===== config.mk =====
export PLATFORM = sky130hd
export DESIGN_NAME = keypad_scanner
export DESIGN_NICKNAME = d
export VERILOG_FILES = /design/src/rtl/keypad_pkg.sv /design/src/rtl/keypad_scanner_sync_2ff.sv /design/src/rtl/keypad_scanner.sv
export SDC_FILE = /design/constraint.sdc
export NUM_CORES = 1
export LEC_CHECK = 0
export ABC_CLOCK_PERIOD_IN_PS = 11600
export CAP_MARGIN = 20
export CORE_MARGIN = 3
export CORE_UTILIZATION = 65
export CTS_CLUSTER_DIAMETER = 30
export DETAILED_ROUTE_END_ITERATION = 10
export GPL_ROUTABILITY_DRIVEN = 0
export MAX_ROUTING_LAYER = met4
export PLACE_DENSITY = 0.81
export SETUP_SLACK_MARGIN = 0.02
export SYNTH_ARGS = -nofsm -noshare
export SYNTH_HDL_FRONTEND = slang
export SYNTH_SLANG_ARGS = --single-unit
export TNS_END_PERCENT = 5

===== constraint.sdc =====
create_clock -name clk -period 11.6 [get_ports clk]
set_clock_uncertainty 0.2 [all_clocks]
set_input_delay 2.9 -clock clk [delete_from_list [all_inputs] [get_ports clk]]
set_output_delay 2.9 -clock clk [all_outputs]
set_load 0.01 [all_outputs]

===== src/rtl/keypad_pkg.sv =====
// Shared constants and bit-vector helpers for the matrix keypad scanner.
// Helpers work on a 64-bit vector so any ROWS*COLS up to 8x8 can zero-extend into them.
package keypad_pkg;

  localparam int ROWS_DEF          = 4;
  localparam int COLS_DEF          = 4;
  localparam int SCAN_DIV_DEF      = 12000;
  localparam int STABLE_FRAMES_DEF = 20;
  localparam int MAX_KEYS          = 64;

  function automatic int code_w(input int rows, input int cols);
    return $clog2(rows * cols);
  endfunction

  function automatic logic [6:0] popcount(input logic [MAX_KEYS-1:0] v);
    logic [6:0] n;
    n = 7'd0;
    for (int i = 0; i < MAX_KEYS; i++) begin
      n = n + 7'(v[i]);
    end
    return n;
  endfunction

  // Index of the lowest set bit; only meaningful when exactly one bit is set.
  function automatic logic [5:0] onehot_index(input logic [MAX_KEYS-1:0] v);
    logic [5:0] idx;
    idx = 6'd0;
    for (int i = MAX_KEYS - 1; i >= 0; i--) begin
      if (v[i]) begin
        idx = 6'(i);
      end
    end
    return idx;
  endfunction

endpackage


===== src/rtl/keypad_scanner_sync_2ff.sv =====
// Two-flop synchronizer for a bus of independent asynchronous level inputs.
module sync_2ff #(
  parameter int           W       = 1,
  parameter logic [W-1:0] RST_VAL = {W{1'b0}}
) (
  input  logic         clk,
  input  logic         rst,
  input  logic [W-1:0] i_d,
  output logic [W-1:0] o_q
);

  logic [W-1:0] r_meta;
  logic [W-1:0] r_sync;

  always_ff @(posedge clk or posedge rst) begin
    if (rst) begin
      r_meta <= RST_VAL;
      r_sync <= RST_VAL;
    end else begin
      r_meta <= i_d;
      r_sync <= r_meta;
    end
  end

  assign o_q = r_sync;

endmodule


===== src/rtl/keypad_scanner.sv =====
// Active row-scanning keypad reader: frame-stability debounce and single-key press
// events delivered over a valid/ready handshake.
module keypad_scanner
  import keypad_pkg::*;
#(
  parameter int ROWS          = ROWS_DEF,
  parameter int COLS          = COLS_DEF,
  parameter int SCAN_DIV      = SCAN_DIV_DEF,
  parameter int STABLE_FRAMES = STABLE_FRAMES_DEF
) (
  input  logic                           clk,
  input  logic                           rst,
  input  logic [COLS-1:0]                i_col_n,
  output logic [ROWS-1:0]                o_row_n,
  output logic                           o_key_valid,
  input  logic                           i_key_ready,
  output logic [code_w(ROWS, COLS)-1:0]  o_key_code,
  output logic                           o_key_held,
  output logic                           o_key_multi,
  output logic                           o_overflow
);

  localparam int N      = ROWS * COLS;
  localparam int CODE_W = code_w(ROWS, COLS);
  localparam int DW     = $clog2(SCAN_DIV);
  localparam int RW     = $clog2(ROWS);
  localparam int SW     = $clog2(STABLE_FRAMES + 1);

  logic [COLS-1:0]   w_col_sync;
  logic [DW-1:0]     r_dwell;
  logic [RW-1:0]     r_row;
  logic [ROWS-1:0]   r_row_n;
  logic [N-1:0]      r_snapshot;
  logic [N-1:0]      r_prev;
  logic [N-1:0]      r_accepted;
  logic [SW-1:0]     r_stable;
  logic              r_key_valid;
  logic [CODE_W-1:0] r_key_code;
  logic              r_overflow;

  logic [N-1:0]      w_snap_next;
  logic              w_sample;
  logic              w_frame_end;
  logic              w_accept;
  logic              w_event;
  logic [6:0]        w_prev_pop;
  logic [6:0]        w_acc_pop;
  logic [5:0]        w_prev_idx;

  sync_2ff #(
    .W       (COLS),
    .RST_VAL ({COLS{1'b1}})
  ) u_col_sync (
    .clk (clk),
    .rst (rst),
    .i_d (i_col_n),
    .o_q (w_col_sync)
  );

  assign w_sample    = (r_dwell == DW'(SCAN_DIV - 1));
  assign w_frame_end = w_sample && (r_row == RW'(ROWS - 1));

  // The frame-end compare must already see the last row's fresh sample.
  always_comb begin
    w_snap_next = r_snapshot;
    w_snap_next[r_row*COLS +: COLS] = ~w_col_sync;
  end

  assign w_prev_pop = popcount(64'(r_prev));
  assign w_acc_pop  = popcount(64'(r_accepted));
  assign w_prev_idx = onehot_index(64'(r_prev));

  assign w_accept = (r_stable == SW'(STABLE_FRAMES)) && (r_prev != r_accepted);
  assign w_event  = w_accept && (r_accepted == {N{1'b0}}) && (w_prev_pop == 7'd1);

  always_ff @(posedge clk or posedge rst) begin
    if (rst) begin
      r_dwell <= {DW{1'b0}};
      r_row   <= {RW{1'b0}};
      r_row_n <= {{(ROWS-1){1'b1}}, 1'b0};
    end else if (w_sample) begin
      r_dwell <= {DW{1'b0}};
      r_row_n <= {r_row_n[ROWS-2:0], r_row_n[ROWS-1]};
      if (r_row == RW'(ROWS - 1)) begin
        r_row <= {RW{1'b0}};
      end else begin
        r_row <= r_row + RW'(1);
      end
    end else begin
      r_dwell <= r_dwell + DW'(1);
    end
  end

  always_ff @(posedge clk or posedge rst) begin
    if (rst) begin
      r_snapshot <= {N{1'b0}};
      r_prev     <= {N{1'b0}};
      r_stable   <= {SW{1'b0}};
      r_accepted <= {N{1'b0}};
    end else begin
      if (w_sample) begin
        r_snapshot <= w_snap_next;
      end
      if (w_frame_end) begin
        r_prev <= w_snap_next;
        if (w_snap_next != r_prev) begin
          r_stable <= SW'(1);
        end else if (r_stable != SW'(STABLE_FRAMES)) begin
          r_stable <= r_stable + SW'(1);
        end
      end
      if (w_accept) begin
        r_accepted <= r_prev;
      end
    end
  end

  // A new event may replace one being consumed this cycle; otherwise it is dropped.
  always_ff @(posedge clk or posedge rst) begin
    if (rst) begin
      r_key_valid <= 1'b0;
      r_key_code  <= {CODE_W{1'b0}};
      r_overflow  <= 1'b0;
    end else if (w_event) begin
      if (!r_key_valid || i_key_ready) begin
        r_key_valid <= 1'b1;
        r_key_code  <= w_prev_idx[CODE_W-1:0];
      end else begin
        r_overflow <= 1'b1;
      end
    end else if (r_key_valid && i_key_ready) begin
      r_key_valid <= 1'b0;
    end
  end

  assign o_row_n     = r_row_n;
  assign o_key_valid = r_key_valid;
  assign o_key_code  = r_key_code;
  assign o_overflow  = r_overflow;
  assign o_key_held  = (w_acc_pop == 7'd1);
  assign o_key_multi = (w_acc_pop >= 7'd2);

endmodule


==> Implementation_results.wiki, run 1 <==
{| class="wikitable"
! Metric !! Value
|-
| Status || complete, no violations
|-
| Critical Path Start Type || flop
|-
| Crit Path Max Fanout || 3
|-
| Die boundary width || approximately 97 µm
|-
| Sequential share of the synthesized area || 0.404
|-
| Power share of the combinational group || 0.023
|-
| Number of global-route vias before repair || approximately 3.8k
|-
| Met1 capacity usage during global routing || 0.301
|-
| Clk slew on worst S/H paths || around 0.10 ns
|-
| Largest net degree at the start of global routing || 88
|-
| NetSw || roughly 130 µW
|-
| Area post-placement || between 0.005 and 0.006 mm²
|-
| Headroom to the max-slew limit || 0.528
|-
| Cell leakage power || 0.00269 µW
|-
| Overall die area || ~0.0095 mm²
|-
| Relative contribution of sequential cells to total power || 0.549
|-
| Upper clock frequency limit || roughly 0.13 GHz
|-
| Required time at the worst-slack endpoint || roughly 8.5 ns
|-
| Synth area leaders || sky130_fd_sc_hd__dfrtp_1, sky130_fd_sc_hd__fa_1, sky130_fd_sc_hd__mux2_2
|-
| GR met2 Demand/Resource || 0.370
|-
| Number of antenna violations at the first check in global routing || 0
|-
| Syn Std Cell Area || around 0.0054 mm²
|-
| Final max-slew violation count || 0
|-
| DR WL/cell || 16.5 µm
|-
| Count of unique library cells instantiated by Yosys || 59
|-
| Final net count || 581
|-
| H-tree depth || 3
|-
| First-pass GRT wire length || roughly 18,000 µm
|-
| Most used DFF post-synth || sky130_fd_sc_hd__dfrtp_1
|-
| Total Routed Length || roughly 11,000 µm
|-
| Initial standard-cell utilization of the core || 0.684
|-
| Area growth from synthesis to final layout || 7.22%
|-
| Final period demand of the worst path || around 7.7 ns
|-
| Maxcap violations || 0
|-
| Iteration count of the initial detailed-routing pass || 5
|-
| Internal Dissipation || approximately 430 µW
|-
| Nets in the synthesized netlist || just under 600
|-
| Number of clock buffers inserted by TritonCTS || 9
|-
| Post-detailed-placement half-perimeter wirelength || 7710 µm
|-
| Leftover overflow at the end of global routing || 0
|-
| Period utilization || 0.667
|-
| Share of final-layout standard cells stronger than drive strength 1 || 0.135
|-
| Transition at the pin with the smallest max-transition slack || 0.698 ns
|-
| Worst reg2reg setup slack || 6.49 ns
|-
| DRC violation count after routing || 0
|-
| Diodes inserted || 0
|-
| PostCTS Resize Cnt || 0
|-
| Clock sink total || 87
|-
| Via count of the routed design || around 3.7k
|-
| CP Class || reg2out
|-
| Arrival time of data at the critical path endpoint || 4.64 ns
|-
| Num rows || 32
|-
| Post-CTS Repair Setup Buffers || 0
|-
| Source-to-sink clock delay at the later pin of the worst-skew pair || around 0.37 ns
|-
| Vias per std cell || about 5.8
|-
| Met3 demand-to-capacity share in global routing || 0.0531
|-
| Buffers from clock root to sink, at most || 2
|-
| Count of mapped cells out of synthesis || around 530
|-
| Hold Crit Class || reg2reg
|-
| Net Sw Frac || 0.226
|-
| Average cell area after synthesis || approximately 10 µm²
|-
| Power density relative to cell area || roughly 96 mW/mm²
|-
| Number of buffers inserted by hold repair at cts || 0
|-
| Final-layout setup total negative slack || 0 ns
|-
| Area share of the largest cell type after synthesis || 0.351
|-
| Number of storage elements in the synthesis netlist || 87
|-
| Highest-utilization routing layer at the global route stage || met2
|-
| Unrepaired setup endpoints after global routing || false
|-
| TritonCTS clock tree || done
|-
| Number of nets with antenna violations after detailed routing || 0
|-
| Final number of setup-violating endpoints || 0
|-
| Total routing usage reported by global routing || 0.238
|-
| Fraction of power consumed by the clock network || 0.429
|-
| Detailed router's first-iteration violation count || around 210
|-
| Core Region || approximately 0.0079 mm²
|-
| Num ports || 19
|-
| Async S/R FF share, synth || 1.00
|-
| Count of final hold-check violations || 0
|-
| Post-Layout Inst Area || approximately 0.0058 mm²
|-
| Clock root cell || sky130_fd_sc_hd__clkbuf_8
|-
| Number of flops mapped to enable cells by yosys || 0
|-
| Yosys synthesis warning count || 0
|-
| Cell type with the largest total area after synthesis || sky130_fd_sc_hd__dfrtp_1
|-
| Die span in y || around 100 µm
|-
| Endpoint kind of the worst setup timing path || output pin
|-
| Total of buffers placed on input and output ports || 18
|-
| Max VDD drop || ~0.086 mV
|-
| Worst hold slack || between 0.1 and 0.15 ns
|}
==> through the flow <==
stage	power, µW	utilization	setup WS (ns)	std cells
3_3_place_gp	325	0.701	4.42	624
2_1_floorplan	320	-	4.86	531
6_report	561	0.733	3.86	641
3_5_place_dp	325	0.701	4.28	624
4_1_cts	563	0.730	3.87	640
5_1_grt	577	0.733	3.67	641
==> final timing paths <==
path | from | end | cells after the start
min in group asynchronous | rst | r_dwell[5] | 3
worst min register to register | u_col_sync.r_meta[0] | u_col_sync.o_q[0] | 0
worst min-delay path | u_col_sync.r_meta[0] | u_col_sync.o_q[0] | 0
max in group asynchronous | rst | o_row_n[3] | 4
worst max register to register | r_prev[7] | o_key_code[3] | 15
worst max-delay path | r_accepted[5] | o_key_held | 17
==> cell type report <==
| type | instances | area (µm²) |
|---|---|---|
| clock buffers | 9 | 124 |
| clock inverters | 7 | 103 |
| fillers | 575 | 2110 |
| inverters | 62 | 234 |
| multi-input cells | 352 | 2810 |
| flip-flops and latches | 87 | 2190 |
| well taps | 102 | 128 |
| repair buffers | 22 | 230 |
==> placed cells by master (no fill, tap or decap), drive strengths merged, types with 2 or more instances in the layout <==
cell type      count
nor4b              9
dfstp             11
and4               2
nor2              29
o211ai             4
a21boi             2
mux2i             14
nand2             47
nor4               9
clkbuf             9
dfrtp             76
bufinv             2
nand2b             4
o21bai             2
inv               64
o22ai              2
nand3              9
clkdlybuf4s50     18
a22o               2
mux2              27
ha                20
a31oi              4
nor3b              3
clkinv             2
o221ai             2
fa                20
and3               2
buf                4
nor2b              8
o21ai             33
and4bb             2
a31o               2
nor3               7
nand4              7
xor2              19
xnor2             30
a21oi             17
==> Yosys cell counts, drive strengths merged (2+ instances only) <==
| library cell | n |
|---|---|
| a31oi | 4 |
| dfrtp | 76 |
| mux2i | 14 |
| dfstp | 11 |
| buf | 14 |
| a21oi | 17 |
| o221ai | 2 |
| nor4b | 9 |
| o21ai | 33 |
| nand3 | 9 |
| nor3 | 7 |
| and3 | 2 |
| nor2 | 29 |
| nand2 | 47 |
| a31o | 2 |
| and4bb | 2 |
| xnor2 | 30 |
| a21boi | 2 |
| o211ai | 4 |
| nor3b | 3 |
| fa | 20 |
| o22ai | 2 |
| nor2b | 8 |
| o21bai | 2 |
| inv | 62 |
| nor4 | 9 |
| clkbuf | 16 |
| nand4 | 7 |
| and4 | 2 |
| a22o | 2 |
| mux2 | 27 |
| nand2b | 4 |
| xor2 | 19 |
| ha | 20 |
==> critical path: stages, from the launching register on <==
cell and delay (ns):
sky130_fd_sc_hd__dfrtp_1 0.40, sky130_fd_sc_hd__inv_1 0.09, sky130_fd_sc_hd__fa_1 0.53, sky130_fd_sc_hd__inv_1 0.05, sky130_fd_sc_hd__fa_1 0.46, sky130_fd_sc_hd__fa_1 0.51
sky130_fd_sc_hd__inv_1 0.05, sky130_fd_sc_hd__fa_1 0.42, sky130_fd_sc_hd__inv_1 0.06, sky130_fd_sc_hd__ha_1 0.17, sky130_fd_sc_hd__inv_1 0.06, sky130_fd_sc_hd__fa_1 0.37
sky130_fd_sc_hd__nor2_1 0.09, sky130_fd_sc_hd__nand2_1 0.07, sky130_fd_sc_hd__a21oi_1 0.16, sky130_fd_sc_hd__o211ai_1 0.14, sky130_fd_sc_hd__nor2_1 0.09, sky130_fd_sc_hd__clkdlybuf4s50_1 0.53
==> routing by layer <==
metal | part of all wire | up-vias
li1 | - | 1782
met1 | 0.43 | 1819
met2 | 0.49 | 89
met3 | 0.046 | 29
met4 | 0.032 | 0
met5 | 0 | -
==> flip-flops by register name, indices dropped and copies added (netlist names) <==
name,count
r_accepted,16
r_prev,16
r_snapshot,16
r_dwell,14
r_stable,5
o_key_code,4
o_row_n,4
u_col_sync.o_q,4
u_col_sync.r_meta,4
r_row,2
o_key_valid,1
o_overflow,1
==> cells by family after synthesis <==
logic type,count (synthesis),share of synthesized area
compound gates,77,0.0865
fa+ha+maj,40,0.120
mux,41,0.0819
simple gates,145,0.149
flops,87,0.404
buf+inv,92,0.0791
xor+xnor,49,0.0791
==> power groups by stage <==
stage	logic (µW)	registers [µW]	clock network [µW]
after detailed placement	11.9	314	0
after floorplan	7.79	312	0
after global placement	11.7	314	0
after global routing	14.4	308	255
final	12.7	308	241
after CTS	12.0	308	243
(Power assumes the default switching activity.)
==> run 2: changes to the inputs <==
--- a/config.mk
+++ b/config.mk
@@ -5,15 +5,15 @@
 export SDC_FILE = /design/constraint.sdc
 export NUM_CORES = 1
 export LEC_CHECK = 0
-export ABC_CLOCK_PERIOD_IN_PS = 11600
+export ABC_CLOCK_PERIOD_IN_PS = 7800
 export CAP_MARGIN = 20
 export CORE_MARGIN = 3
-export CORE_UTILIZATION = 65
+export CORE_UTILIZATION = 62
 export CTS_CLUSTER_DIAMETER = 30
 export DETAILED_ROUTE_END_ITERATION = 10
 export GPL_ROUTABILITY_DRIVEN = 0
 export MAX_ROUTING_LAYER = met4
-export PLACE_DENSITY = 0.81
+export PLACE_DENSITY = 0.78
 export SETUP_SLACK_MARGIN = 0.02
 export SYNTH_ARGS = -nofsm -noshare
 export SYNTH_HDL_FRONTEND = slang
==> constraint.sdc (replaced) <==
create_clock -name clk -period 7.8 [get_ports clk]
set_clock_uncertainty 0.2 [all_clocks]
set_input_delay 1.95 -clock clk [delete_from_list [all_inputs] [get_ports clk]]
set_output_delay 1.95 -clock clk [all_outputs]
set_load 0.01 [all_outputs]
==> run 2 against run 1 <==
  * Setup slack got worse by 2.8 ns
  * Global-route usage rose by 0.66 points
  * Highest routed layer unchanged
  * Sequential cell count unchanged
  * Final cell count rose by 0.47%
  * Sequential share of layout area grew 0.15 points
  * Combinational power increased by 48%
  * Core utilization down 3.9 points
==> Implementation_results.wiki, run 2 (synthesis results as in run 1) <==
{| class="wikitable"
! Metric !! Value
|-
| Diodes inserted || 0 (unchanged)
|-
| Vias per std cell || 5.80 (about the same)
|-
| Status || complete, no violations
|-
| Headroom to the max-slew limit || 0.534 (+0.00561)
|-
| Iteration count of the initial detailed-routing pass || 5 (unchanged)
|-
| Internal Dissipation || 594 µW (+37%)
|-
| Transition at the pin with the smallest max-transition slack || 0.689 ns (-0.00830 ns)
|-
| Regs by FF count || r_accepted x16, r_prev x16, r_snapshot x16
|-
| Cell leakage power || 0.00268 µW (-0.32%)
|-
| Detailed router's first-iteration violation count || 180 (-13%)
|-
| Upper clock frequency limit || approximately 0.15 GHz
|-
| Period utilization || 0.857
|-
| Share of final-layout standard cells stronger than drive strength 1 || 0.135 (unchanged)
|-
| Number of nets with antenna violations after detailed routing || 0 (unchanged)
|-
| Required time at the worst-slack endpoint || 5.65 ns (-2.85 ns)
|-
| Most common library cell in the layout ignoring fill and taps || sky130_fd_sc_hd__dfrtp_1
|-
| Die span in y || 99.5 µm (+2.2%)
|-
| Source-to-sink clock delay at the later pin of the worst-skew pair || 0.37 ns (about the same)
|-
| Clk slew on worst S/H paths || 0.09 ns (about the same)
|-
| Final number of setup-violating endpoints || 0 (unchanged)
|-
| Arrival time of data at the critical path endpoint || 4.54 ns (-0.10 ns)
|-
| Number of antenna violations at the first check in global routing || 0 (unchanged)
|-
| H-tree depth || 3 (unchanged)
|-
| Num ports || 19 (unchanged)
|-
| Max VDD drop || 0.141 mV (+63%)
|-
| Final net count || 581 (unchanged)
|-
| TritonCTS clock tree || done
|-
| Critical Path Start Type || flop
|-
| Leftover overflow at the end of global routing || 0 (unchanged)
|-
| PostCTS Resize Cnt || 0 (unchanged)
|-
| Relative contribution of sequential cells to total power || 0.581 (+0.032)
|-
| DR WL/cell || 16.7 µm (+1.1%)
|-
| Clock root cell || sky130_fd_sc_hd__clkbuf_8
|-
| Total Routed Length || 10,800 µm (+1.6%)
|-
| Number of global-route vias before repair || 3,864 (+2.7%)
|-
| Final non-filler cell total || 644 (+0.47%)
|-
| Net Sw Frac || 0.246 (+0.0201)
|-
| DRC violation count after routing || 0 (unchanged)
|-
| Largest net degree at the start of global routing || 88 (unchanged)
|-
| First-pass GRT wire length || 18,500 µm (+4.6%)
|-
| Maxcap violations || 0 (unchanged)
|-
| Endpoint kind of the worst setup timing path || output pin
|-
| Via count of the routed design || 3,737 (+0.48%)
|-
| CP Class || reg2out
|-
| Overall die area || 0.00990 mm² (+4.5%)
|-
| Post-detailed-placement half-perimeter wirelength || 7780 µm (+0.92%)
|-
| Die boundary width || 99.5 µm (+2.2%)
|-
| Power share of the combinational group || 0.024 (about the same)
|-
| Count of final hold-check violations || 0 (unchanged)
|-
| Final-layout setup total negative slack || 0 ns (unchanged)
|-
| Crit Path Max Fanout || 3 (unchanged)
|-
| Hold Crit Class || reg2reg
|-
| Fraction of power consumed by the clock network || 0.395 (-0.034)
|-
| Power density relative to cell area || 136 mW/mm² (+41%)
|-
| Num rows || 33 (+3.1%)
|-
| Buffers from clock root to sink, at most || 2 (unchanged)
|-
| Post-CTS Repair Setup Buffers || 0 (unchanged)
|-
| Final max-slew violation count || 0 (unchanged)
|-
| Core Region || 0.00834 mm² (+5.2%)
|-
| Number of clock buffers inserted by TritonCTS || 9 (unchanged)
|-
| Total routing usage reported by global routing || 0.244 (+0.00661)
|-
| NetSw || 194 µW (+53%)
|-
| Unrepaired setup endpoints after global routing || false
|-
| Initial standard-cell utilization of the core || 0.650 (-0.0339)
|-
| Number of buffers inserted by hold repair at cts || 0 (unchanged)
|-
| Final period demand of the worst path || approximately 6.7 ns
|-
| Total of buffers placed on input and output ports || 18 (unchanged)
|-
| Clock sink total || 87 (unchanged)
|-
| Placed Cells || 627 (+0.48%)
|-
| Highest-count cells in the layout ignoring fill and taps || sky130_fd_sc_hd__dfrtp_1, sky130_fd_sc_hd__inv_1, sky130_fd_sc_hd__nand2_1
|-
| Area growth from synthesis to final layout || 6.81%
|}
run 2: cell types whose count changed in the layout (fill, tap and decap cells not counted), sizes merged:
cell / before / now
bufinv: 2 / 0
clkbuf: 9 / 10
clkinv: 2 / 4
clkinvlp: 1 / 0
run 2: final timing paths:
| kind | cells past startpoint | slack [ns] | to | start |
|---|---|---|---|---|
| max in group asynchronous | 4 | 5.04 | u_col_sync.r_meta[0] | rst |
| min | 0 | 0.16 | u_col_sync.o_q[1] | u_col_sync.r_meta[1] |
| max reg2reg | 15 | 2.70 | o_key_code[3] | r_prev[5] |
| max | 17 | 1.11 | o_key_held | r_accepted[7] |
| min reg2reg | 0 | 0.16 | u_col_sync.o_q[1] | u_col_sync.r_meta[1] |
| min in group asynchronous | 3 | 1.71 | r_accepted[4] | rst |
run 2: metal layers:
| layer | vias up | global-route usage | share of wire |
|---|---|---|---|
| met5 | - | - | 0 |
| met4 | 0 | 0.0798 | 0.019 |
| met3 | 26 | 0.0519 | 0.049 |
| met2 | 100 | 0.384 | 0.49 |
| met1 | 1827 | 0.318 | 0.44 |
| li1 | 1784 | - | - |
run 2: stage by stage:
stage / hold WS (ns) / setup WS, ns / total power [µW] / area [µm²] / utilization
6_report: 0.160 / 1.11 / 788 / 5790 / 0.694
5_1_grt: 0.167 / 0.814 / 819 / 5790 / 0.694
4_1_cts: 0.162 / 1.06 / 795 / 5760 / 0.691
3_5_place_dp: 0.147 / 1.47 / 484 / 5560 / 0.667
3_3_place_gp: 0.145 / 1.57 / 484 / 5560 / 0.667
2_1_floorplan: 0.145 / 2.01 / 476 / 5420 / -
run 2: cell type report:
cell class              instances  area, µm²
multi-input cells             352       2810
repair buffers                 22        230
flip-flops and latches         87       2190
clock buffers                  10        138
fillers                       630       2550
clock inverters                 6       62.6
inverters                      62        234
well taps                     105        131
run 2: critical path, stage by stage, from the launching register on:
cell and delay [ns]:
sky130_fd_sc_hd__dfrtp_1 0.40, sky130_fd_sc_hd__inv_1 0.09, sky130_fd_sc_hd__fa_1 0.51, sky130_fd_sc_hd__inv_1 0.05, sky130_fd_sc_hd__fa_1 0.46, sky130_fd_sc_hd__fa_1 0.51, sky130_fd_sc_hd__inv_1 0.05, sky130_fd_sc_hd__fa_1 0.42
sky130_fd_sc_hd__inv_1 0.07, sky130_fd_sc_hd__ha_1 0.16, sky130_fd_sc_hd__inv_1 0.05, sky130_fd_sc_hd__fa_1 0.37, sky130_fd_sc_hd__nor2_1 0.10, sky130_fd_sc_hd__nand2_1 0.06, sky130_fd_sc_hd__a21oi_1 0.11, sky130_fd_sc_hd__o211ai_1 0.13
sky130_fd_sc_hd__nor2_1 0.09, sky130_fd_sc_hd__clkdlybuf4s50_1 0.53
run 2: power groups by stage:
stage                     clock network, µW  logic [µW]  registers, µW
after floorplan                           0        11.6            465
after global placement                    0        17.3            466
after detailed placement                  0        17.6            466
after CTS                               320        17.7            458
after global routing                    339        21.3            458
final                                   312        18.8            458
